$ cat src/rtl/writeback_unit.sv
// Register-file write port: merges ALU results with in-order load responses, extends load data.
// Define WB_FWD_EN to add the fwd_valid/fwd_rd/fwd_data bypass outputs.
module writeback_unit #(
  parameter int XLEN     = 32,
  parameter int LQ_DEPTH = 4
) (
  input  logic                            clk,
  input  logic                            reset,
  input  logic                            alu_valid,
  output logic                            alu_ready,
  input  logic [4:0]                      alu_rd,
  input  logic [XLEN-1:0]                 alu_data,
  input  logic                            ld_issue,
  output logic                            ld_ready,
  input  logic [4:0]                      ld_rd,
  input  logic [2:0]                      ld_funct3,
  input  logic [1:0]                      ld_off,
  input  logic                            mem_rvalid,
  input  logic [XLEN-1:0]                 mem_rdata,
  output logic [4:0]                      rd,
  output logic [XLEN-1:0]                 xd,
  output logic                            rd_en,
  output logic [31:0]                     pending,
  output logic [$clog2(LQ_DEPTH+1)-1:0]   lq_count,
  output logic                            mem_err
`ifdef WB_FWD_EN
  ,
  output logic                            fwd_valid,
  output logic [4:0]                      fwd_rd,
  output logic [XLEN-1:0]                 fwd_data
`endif
);

  localparam int PW = $clog2(LQ_DEPTH);
  localparam int CW = $clog2(LQ_DEPTH + 1);
  localparam logic [CW-1:0] DEPTH_C = CW'(LQ_DEPTH);

  logic [4:0]      q_rd  [LQ_DEPTH];
  logic [2:0]      q_f3  [LQ_DEPTH];
  logic [1:0]      q_off [LQ_DEPTH];
  logic [PW-1:0]   wr_ptr, rd_ptr;

  logic            push, pop, alu_acc, wb_take;
  logic [4:0]      head_rd, wb_rd;
  logic [2:0]      head_f3;
  logic [1:0]      head_off;
  logic [7:0]      ld_byte;
  logic [15:0]     ld_half;
  logic [XLEN-1:0] ld_data, wb_data;
  logic [PW-1:0]   slot_age;

  // Push is gated on occupancy alone, so a same-cycle pop never frees a slot early.
  assign ld_ready  = (lq_count < DEPTH_C);
  assign push      = ld_issue && ld_ready;
  assign pop       = mem_rvalid && (lq_count != '0);
  assign alu_ready = !pop;
  assign alu_acc   = alu_valid && alu_ready;

  assign head_rd  = q_rd[rd_ptr];
  assign head_f3  = q_f3[rd_ptr];
  assign head_off = q_off[rd_ptr];

  always_comb begin
    ld_byte = 8'h00;
    case (head_off)
      2'd0: ld_byte = mem_rdata[7:0];
      2'd1: ld_byte = mem_rdata[15:8];
      2'd2: ld_byte = mem_rdata[23:16];
      2'd3: ld_byte = mem_rdata[31:24];
      default: ld_byte = 8'h00;
    endcase
    ld_half = head_off[1] ? mem_rdata[31:16] : mem_rdata[15:0];
    case (head_f3)
      3'b000:  ld_data = {{(XLEN-8){ld_byte[7]}}, ld_byte};
      3'b001:  ld_data = {{(XLEN-16){ld_half[15]}}, ld_half};
      3'b100:  ld_data = {{(XLEN-8){1'b0}}, ld_byte};
      3'b101:  ld_data = {{(XLEN-16){1'b0}}, ld_half};
      default: ld_data = mem_rdata;
    endcase
  end

  assign wb_take = pop || alu_acc;
  assign wb_rd   = pop ? head_rd : alu_rd;
  assign wb_data = pop ? ld_data : alu_data;

  // An entry is live when its distance from the read pointer is below the occupancy.
  always_comb begin
    pending  = '0;
    slot_age = '0;
    for (int i = 0; i < LQ_DEPTH; i++) begin
      slot_age = PW'(i) - rd_ptr;
      if ((CW'(slot_age) < lq_count) && (q_rd[i] != 5'd0))
        pending[q_rd[i]] = 1'b1;
    end
  end

  always_ff @(posedge clk) begin
    if (push) begin
      q_rd[wr_ptr]  <= ld_rd;
      q_f3[wr_ptr]  <= ld_funct3;
      q_off[wr_ptr] <= ld_off;
    end
  end

  always_ff @(posedge clk or posedge reset) begin
    if (reset) begin
      wr_ptr   <= '0;
      rd_ptr   <= '0;
      lq_count <= '0;
      mem_err  <= 1'b0;
      rd       <= '0;
      xd       <= '0;
      rd_en    <= 1'b0;
    end else begin
      if (push) wr_ptr <= wr_ptr + PW'(1);
      if (pop)  rd_ptr <= rd_ptr + PW'(1);
      lq_count <= lq_count + CW'(push) - CW'(pop);
      if (mem_rvalid && (lq_count == '0)) mem_err <= 1'b1;
      rd_en <= wb_take && (wb_rd != 5'd0);
      if (wb_take) begin
        rd <= wb_rd;
        xd <= wb_data;
      end
    end
  end

`ifdef WB_FWD_EN
  assign fwd_valid = wb_take && (wb_rd != 5'd0);
  assign fwd_rd    = wb_rd;
  assign fwd_data  = wb_data;
`endif

endmodule
$ cat config.mk
export PLATFORM = sky130hd
export DESIGN_NAME = writeback_unit
export DESIGN_NICKNAME = d
export VERILOG_FILES = /design/src/rtl/writeback_unit.sv
export SDC_FILE = /design/constraint.sdc
export NUM_CORES = 1
export LEC_CHECK = 0
export CORE_AREA = 5 5 106 132
export CTS_CLUSTER_SIZE = 30
export DETAILED_ROUTE_END_ITERATION = 10
export DIE_AREA = 0 0 111 137
export GPL_TIMING_DRIVEN = 1
export PLACE_DENSITY = 0.77
export SYNTH_ARGS = -nofsm -noshare
export SYNTH_HDL_FRONTEND = slang
export SYNTH_SLANG_ARGS = --single-unit
$ cat constraint.sdc
create_clock -name clk -period 3.04 [get_ports clk]
set_clock_uncertainty 0.15 [all_clocks]
set_input_delay 0.304 -clock clk [delete_from_list [all_inputs] [get_ports clk]]
set_output_delay 0.304 -clock clk [all_outputs]
set_load 0.05 [all_outputs]
==> results of run 1 <==
## power breakdown
group | leakage (nW) | internal (mW) | switching, mW
logic | 2.11 | 1.98 | 3.15
registers | 0.885 | 1.62 | 0.296
clock network | 0.162 | 0.731 | 0.470
total | 3.16 | 4.32 | 3.92
## cell families after synthesis
| kind of cell | after synthesis | share of synthesized area [%] |
|---|---|---|
| muxes | 62 | 13.85 |
| xor gates and xnor gates | 6 | 0.9729 |
| buffers and inverters | 63 | 4.679 |
| DFF | 86 | 43.55 |
| AOI/OAI and AO/OA | 140 | 19.81 |
| adders and majority gates | 11 | 2.687 |
| other | 1 | 0.06943 |
| and+or+nand+nor | 153 | 14.39 |
## layout by cell type (no fill, tap or decap), types with 4 or more instances in the layout
master           instances
a21oi_1                 17
a221o_1                  6
a221oi_1                 9
a22oi_1                 39
a32oi_1                  5
and2_1                   7
buf_12                  32
buf_4                   30
clkbuf_16                9
clkdlybuf4s50_1        125
dfrtp_1                 44
edfxtp_1                40
ha_1                    10
inv_1                   21
mux2i_1                 50
mux4_2                  10
nand2_1                 43
nand2b_1                13
nand3_2                  4
nor2_1                  26
nor2b_1                  6
nor3_1                  22
nor3b_1                  5
o211ai_1                15
o21a_1                   8
o22ai_1                  6
or3_1                    6
xnor2_1                  5
## registers in the layout (all words and copies together) (netlist names)
signal    cells
xd           32
q_f3         12
q_off         8
wr_ptr        2
lq_count      3
rd_en         1
mem_err       1
rd            5
q_rd         20
rd_ptr        2
## worst min-delay path by stage
| stage | start | to |
|---|---|---|
| finish | reset | xd[13] |
| global route | reset | xd[13] |
| CTS | reset | xd[13] |
| detailed placement | mem_err | mem_err |
| global placement | mem_err | mem_err |
| floorplan | ld_funct3[0] | q_f3[0][0] |
## final cells by class
class	instances	area (um^2)
Clock buffer	9	225.2
Multi-Input combinational cell	374	2925
Inverter	23	86.33
Tap cell	168	210.2
Timing Repair Buffer	189	2133
Fill cell	979	4567
Clock inverter	7	102.6
Sequential cell	86	2355
## per-stage QoR
| stage | power, mW | hold slack, ns | utilization [%] |
|---|---|---|---|
| after floorplan | 5.079 | 0.2529 | - |
| after global placement | 6.793 | 0.3367 | 60.37 |
| after detailed placement | 6.891 | 0.3285 | 60.37 |
| after CTS | 8.105 | 0.1397 | 63.00 |
| after global routing | 8.654 | 0.1574 | 63.77 |
| final | 8.245 | 0.1319 | 63.77 |
## critical path, cell delays in order, from the launching register on
cell and delay, ns:
dfrtp_2 0.41, inv_1 0.12, ha_1 0.26, a21oi_1 0.14, o21a_2 0.20, and3b_2 0.31
a22o_1 0.26, a211o_1 0.30, buf_12 0.16
## timing repair
action                                  CTS  global route
cloned                                    0             1
gates resized for setup                   2            12
setup buffers                             0             5
pin swaps                                 0             3
endpoints found under the setup margin    4            27
## metal layers
metal | track usage, % | part of all wire (%) | vias to the layer above
met5 | 0 | 0 | -
met4 | 8.214 | 2.5 | 0
met3 | 4.069 | 7.0 | 36
met2 | 42.61 | 51 | 289
met1 | 30.74 | 40 | 2543
li1 | - | - | 2318
==> out/qor.yml, run 1 <==
worst_setup_path_end_kind: "output pin"
r2r.worst_path.cells: 6
syn_area_um2: 5401
dp_hpwl_mm: 14.27
drtPass1Iterations: 5
crit_start: "lq_count[1]"
pre_cts_slack_ns: 0.2494
die_w_um: 111
grt_pass1_wl_mm: 29.34
portBuffers: 158
status: "finished, final reports clean"
boundaryPins: 160
grt_max_degree: 53
fin_ws_ns: 0.07983
rr_startpoint: "rd_ptr[0]"
hp-class: "in2async"
place_congestion: 0.9387
synth_area_per_cell_um2: 10.35
yosysTopAreaCellShare_pct: 22.24
placedCellCount: 834
cp-start-kind: "flop"
grt.total_usage_pct: 24.35
first_iter_violations: 421
finalHoldViolations: 0
critPathKind: "reg2out"
synth-seq-cells: 86
cts_max_level: 3
cts-root-buf: "clkbuf_16"
start_util_pct: 42.85
period_needed_ns: 2.960
drtAntennaViolNets: 0
cts_sinks: 86
worst_slew_pin_slew_ns: 0.6343
yosysSeqAreaShare_pct: 43.55
path_clk_slew_ns: 0.07
arrival_ns: 2.51
grt_pass1_vias: 5151
yosys-top-cells-area: "edfxtp_1 22%, dfrtp_1 21%, mux2i_1 9.3%"
dieArea_um2: 15210
syn_inst: 522
clk_latency_ns: 0.34
cp.required_ns: 2.59
synth.most_common_cell: "mux2i_1"
ff2ff_setup_slack_ns: 0.26
rsz0062_at_grt: "true"
p_leak_nw: 3.157
async_flop_share_pct: 53.49
drive_above_1_share_pct: 17.59
setup_viol: 0
ir_worst_vdd_mv: 0.4755
synthTopCellsByCount: "50 x mux2i_1, 46 x dfrtp_1, 43 x nand2_1"
timing.fmax_mhz: 337.8
layout.cells.non_filler: 856
std_cell_rows: 46
vias_per_cell: 6.058
antenna_found_initial: 0
synth_flop_cell: "dfrtp_1"
vias: 5186
tns_ns: 0
fin_crit_sh_pct: 97.37
ys_types: 63
diodes: 0
cts_tree: "yes"
postCtsHoldBufs: 0
synth-edff-count: 40
layout-area-overhead-vs-synth_pct: 48.81
crit_end: "pending[27]"
path_max_fanout: 8
wire_per_inst_um: 21.97
slew_headroom_pct: 57.39
clk_path_buf_depth: 2
r2r-end: "xd[15]"
overflow: 0
fin_area_um2: 8038
max_cap_viol_count: 0
placed_cell_area_um2: 7610
synth_fp_nets: 617
core_um2: 12600
fp.dieH_um: 137
nets: 778
synth_area_leader_cell: "edfxtp_1"
routed_wl_mm: 18.80
drc: 0
yosysWarnings: 0
numCtsBuffers: 9
slew_violations: 0
power_density_nw_per_um2: 1026
No activity file was read; power rests on OpenSTA's default activity.
==> run 2, diff against run 1 <==
--- a/config.mk
+++ b/config.mk
@@ -10,6 +10,7 @@
 export DETAILED_ROUTE_END_ITERATION = 10
 export DIE_AREA = 0 0 111 137
 export GPL_TIMING_DRIVEN = 1
+export HOLD_SLACK_MARGIN = 0.15
 export PLACE_DENSITY = 0.77
 export SYNTH_ARGS = -nofsm -noshare
 export SYNTH_HDL_FRONTEND = slang
==> out/qor.yml, run 2 (synthesized netlist as in run 1, its figures left out) <==
status: "finished, final reports clean"
portBuffers: 158
sw_frac_of_total_pct: 47.52
drtPass1Iterations: 6
reg_top3: "xd: 32 flops, q_rd: 20 flops, q_f3: 12 flops"
utilization_pct: 63.85
rsz0062_at_grt: "true"
nets: 779
pwr-share-seq_pct: 23.2
slew_violations: 0
slew_headroom_pct: 59.51
worst_slew_pin_slew_ns: 0.6026
boundaryPins: 160
grt_pass1_wl_mm: 29.35
p_leak_nw: 3.161
drc: 0
setup_viol: 0
arrival_ns: 2.50
path_clk_slew_ns: 0.07
combPwrFrac_pct: 62.2
dp_hpwl_mm: 14.27
critPathKind: "reg2out"
clk_path_buf_depth: 2
routed_wl_mm: 18.79
ir_worst_vdd_mv: 0.4730
final_common_cell: "clkdlybuf4s50_1"
place_congestion: 0.9387
vias_per_cell: 6.061
drtAntennaViolNets: 0
period_needed_ns: 2.954
cts_tree: "yes"
grt.total_usage_pct: 24.36
final_cell_mix: "125 x clkdlybuf4s50_1, 50 x mux2i_1, 44 x dfrtp_1, 43 x nand2_1, 40 x edfxtp_1"
largest_reg_flops: 32
p_int_mw: 4.325
antenna_found_initial: 0
drive_above_1_share_pct: 17.56
max_cap_viol_count: 0
fin_ws_ns: 0.08605
largest_register: "xd"
overflow: 0
finalPower_mw: 8.242
grt_max_degree: 53
core_um2: 12600
wire_per_inst_um: 21.92
std_cell_rows: 46
fill_cells: 977
pre_cts_slack_ns: 0.2494
power.switching_mw: 3.917
fin_crit_sh_pct: 97.17
vias: 5194
hp-class: "reg2reg"
first_iter_violations: 440
power_density_nw_per_um2: 1024
diodes: 0
path_max_fanout: 8
clk_latency_ns: 0.34
timing.hold.ws_ns: 0.3587
cts_sinks: 86
dieArea_um2: 15210
worst_setup_path_end_kind: "output pin"
layout-area-overhead-vs-synth_pct: 48.99
die_w_um: 111
cts_max_level: 3
numCtsBuffers: 9
grt_pass1_vias: 5154
cts-root-buf: "clkbuf_16"
start_util_pct: 42.85
fp.dieH_um: 137
timing.fmax_mhz: 338.5
cp.required_ns: 2.59
p_clk_share_pct: 14.6
cp-start-kind: "flop"
finalHoldViolations: 0
run 2: cell count changes in the layout (fill, tap and decap cells not counted):
| cell | before | now |
|---|---|---|
| dlygate4sd3_1 | 0 | 1 |
run 2: power groups by stage:
| stage | registers, mW | logic (mW) | clock network [mW] |
|---|---|---|---|
| 2_1_floorplan | 2.80 | 2.28 | 0 |
| 3_3_place_gp | 1.90 | 4.89 | 0 |
| 3_5_place_dp | 1.93 | 4.97 | 0 |
| 4_1_cts | 1.90 | 4.99 | 1.22 |
| 5_1_grt | 1.96 | 5.43 | 1.27 |
| 6_report | 1.91 | 5.13 | 1.20 |
run 2: what timing repair did:
item / in CTS / in global routing
endpoints found under the setup margin: 4 / 27
gates resized for setup: 2 / 12
gates cloned: 0 / 1
endpoints found under the hold margin: 9 / 0
pin swaps: 0 / 3
hold buffers: 1 / 0
setup buffers: 0 / 5
run 2: metrics by stage:
stage | cells | cell area [um^2] | setup TNS [ns]
after detailed placement | 834 | 7610 | 0
after CTS | 851 | 7951 | 0
after floorplan | 522 | 5473 | 0
final | 857 | 8048 | 0
after global placement | 834 | 7610 | 0
after global routing | 857 | 8048 | -0.05238
run 2: routing by layer:
metal | routed length, um | up-vias | track usage (%) | part of all wire [%]
met3 | 1390 | 46 | 4.069 | 7.4
met1 | 7368 | 2526 | 30.76 | 39
met2 | 9491 | 305 | 42.61 | 51
li1 | - | 2317 | - | -
met5 | 0 | - | 0 | 0
met4 | 537 | 0 | 8.214 | 2.9
run 2: final cells by class:
class                           count  area [um^2]  share of cell area [%]
Inverter                           23        86.33                   1.073
Clock buffer                        9        225.2                   2.799
Sequential cell                    86         2355                   29.26
Clock inverter                      7        102.6                   1.275
Timing Repair Buffer              190         2143                   26.63
Multi-Input combinational cell    374         2925                   36.35
Tap cell                          168        210.2                   2.612
run 2: final timing paths:
path                        startpoint          end  slack [ns]  depth (start not counted)
setup reg to reg             rd_ptr[0]       xd[15]        0.26                          6
hold reg to reg                mem_err      mem_err        0.36                          1
max in group asynchronous        reset        xd[7]        1.45                          4
hold / removal                 mem_err      mem_err        0.36                          1
min in group asynchronous        reset       xd[12]        0.69                          3
setup / recovery           lq_count[1]  pending[27]        0.09                          8
run 2: critical path, stage by stage, from the launching register on:
cell     delay [ns]
dfrtp_2        0.41
inv_1          0.12
ha_1           0.26
a21oi_1        0.14
o21a_2         0.20
and3b_2        0.31
a22o_1         0.25
a211o_1        0.30
buf_12         0.16
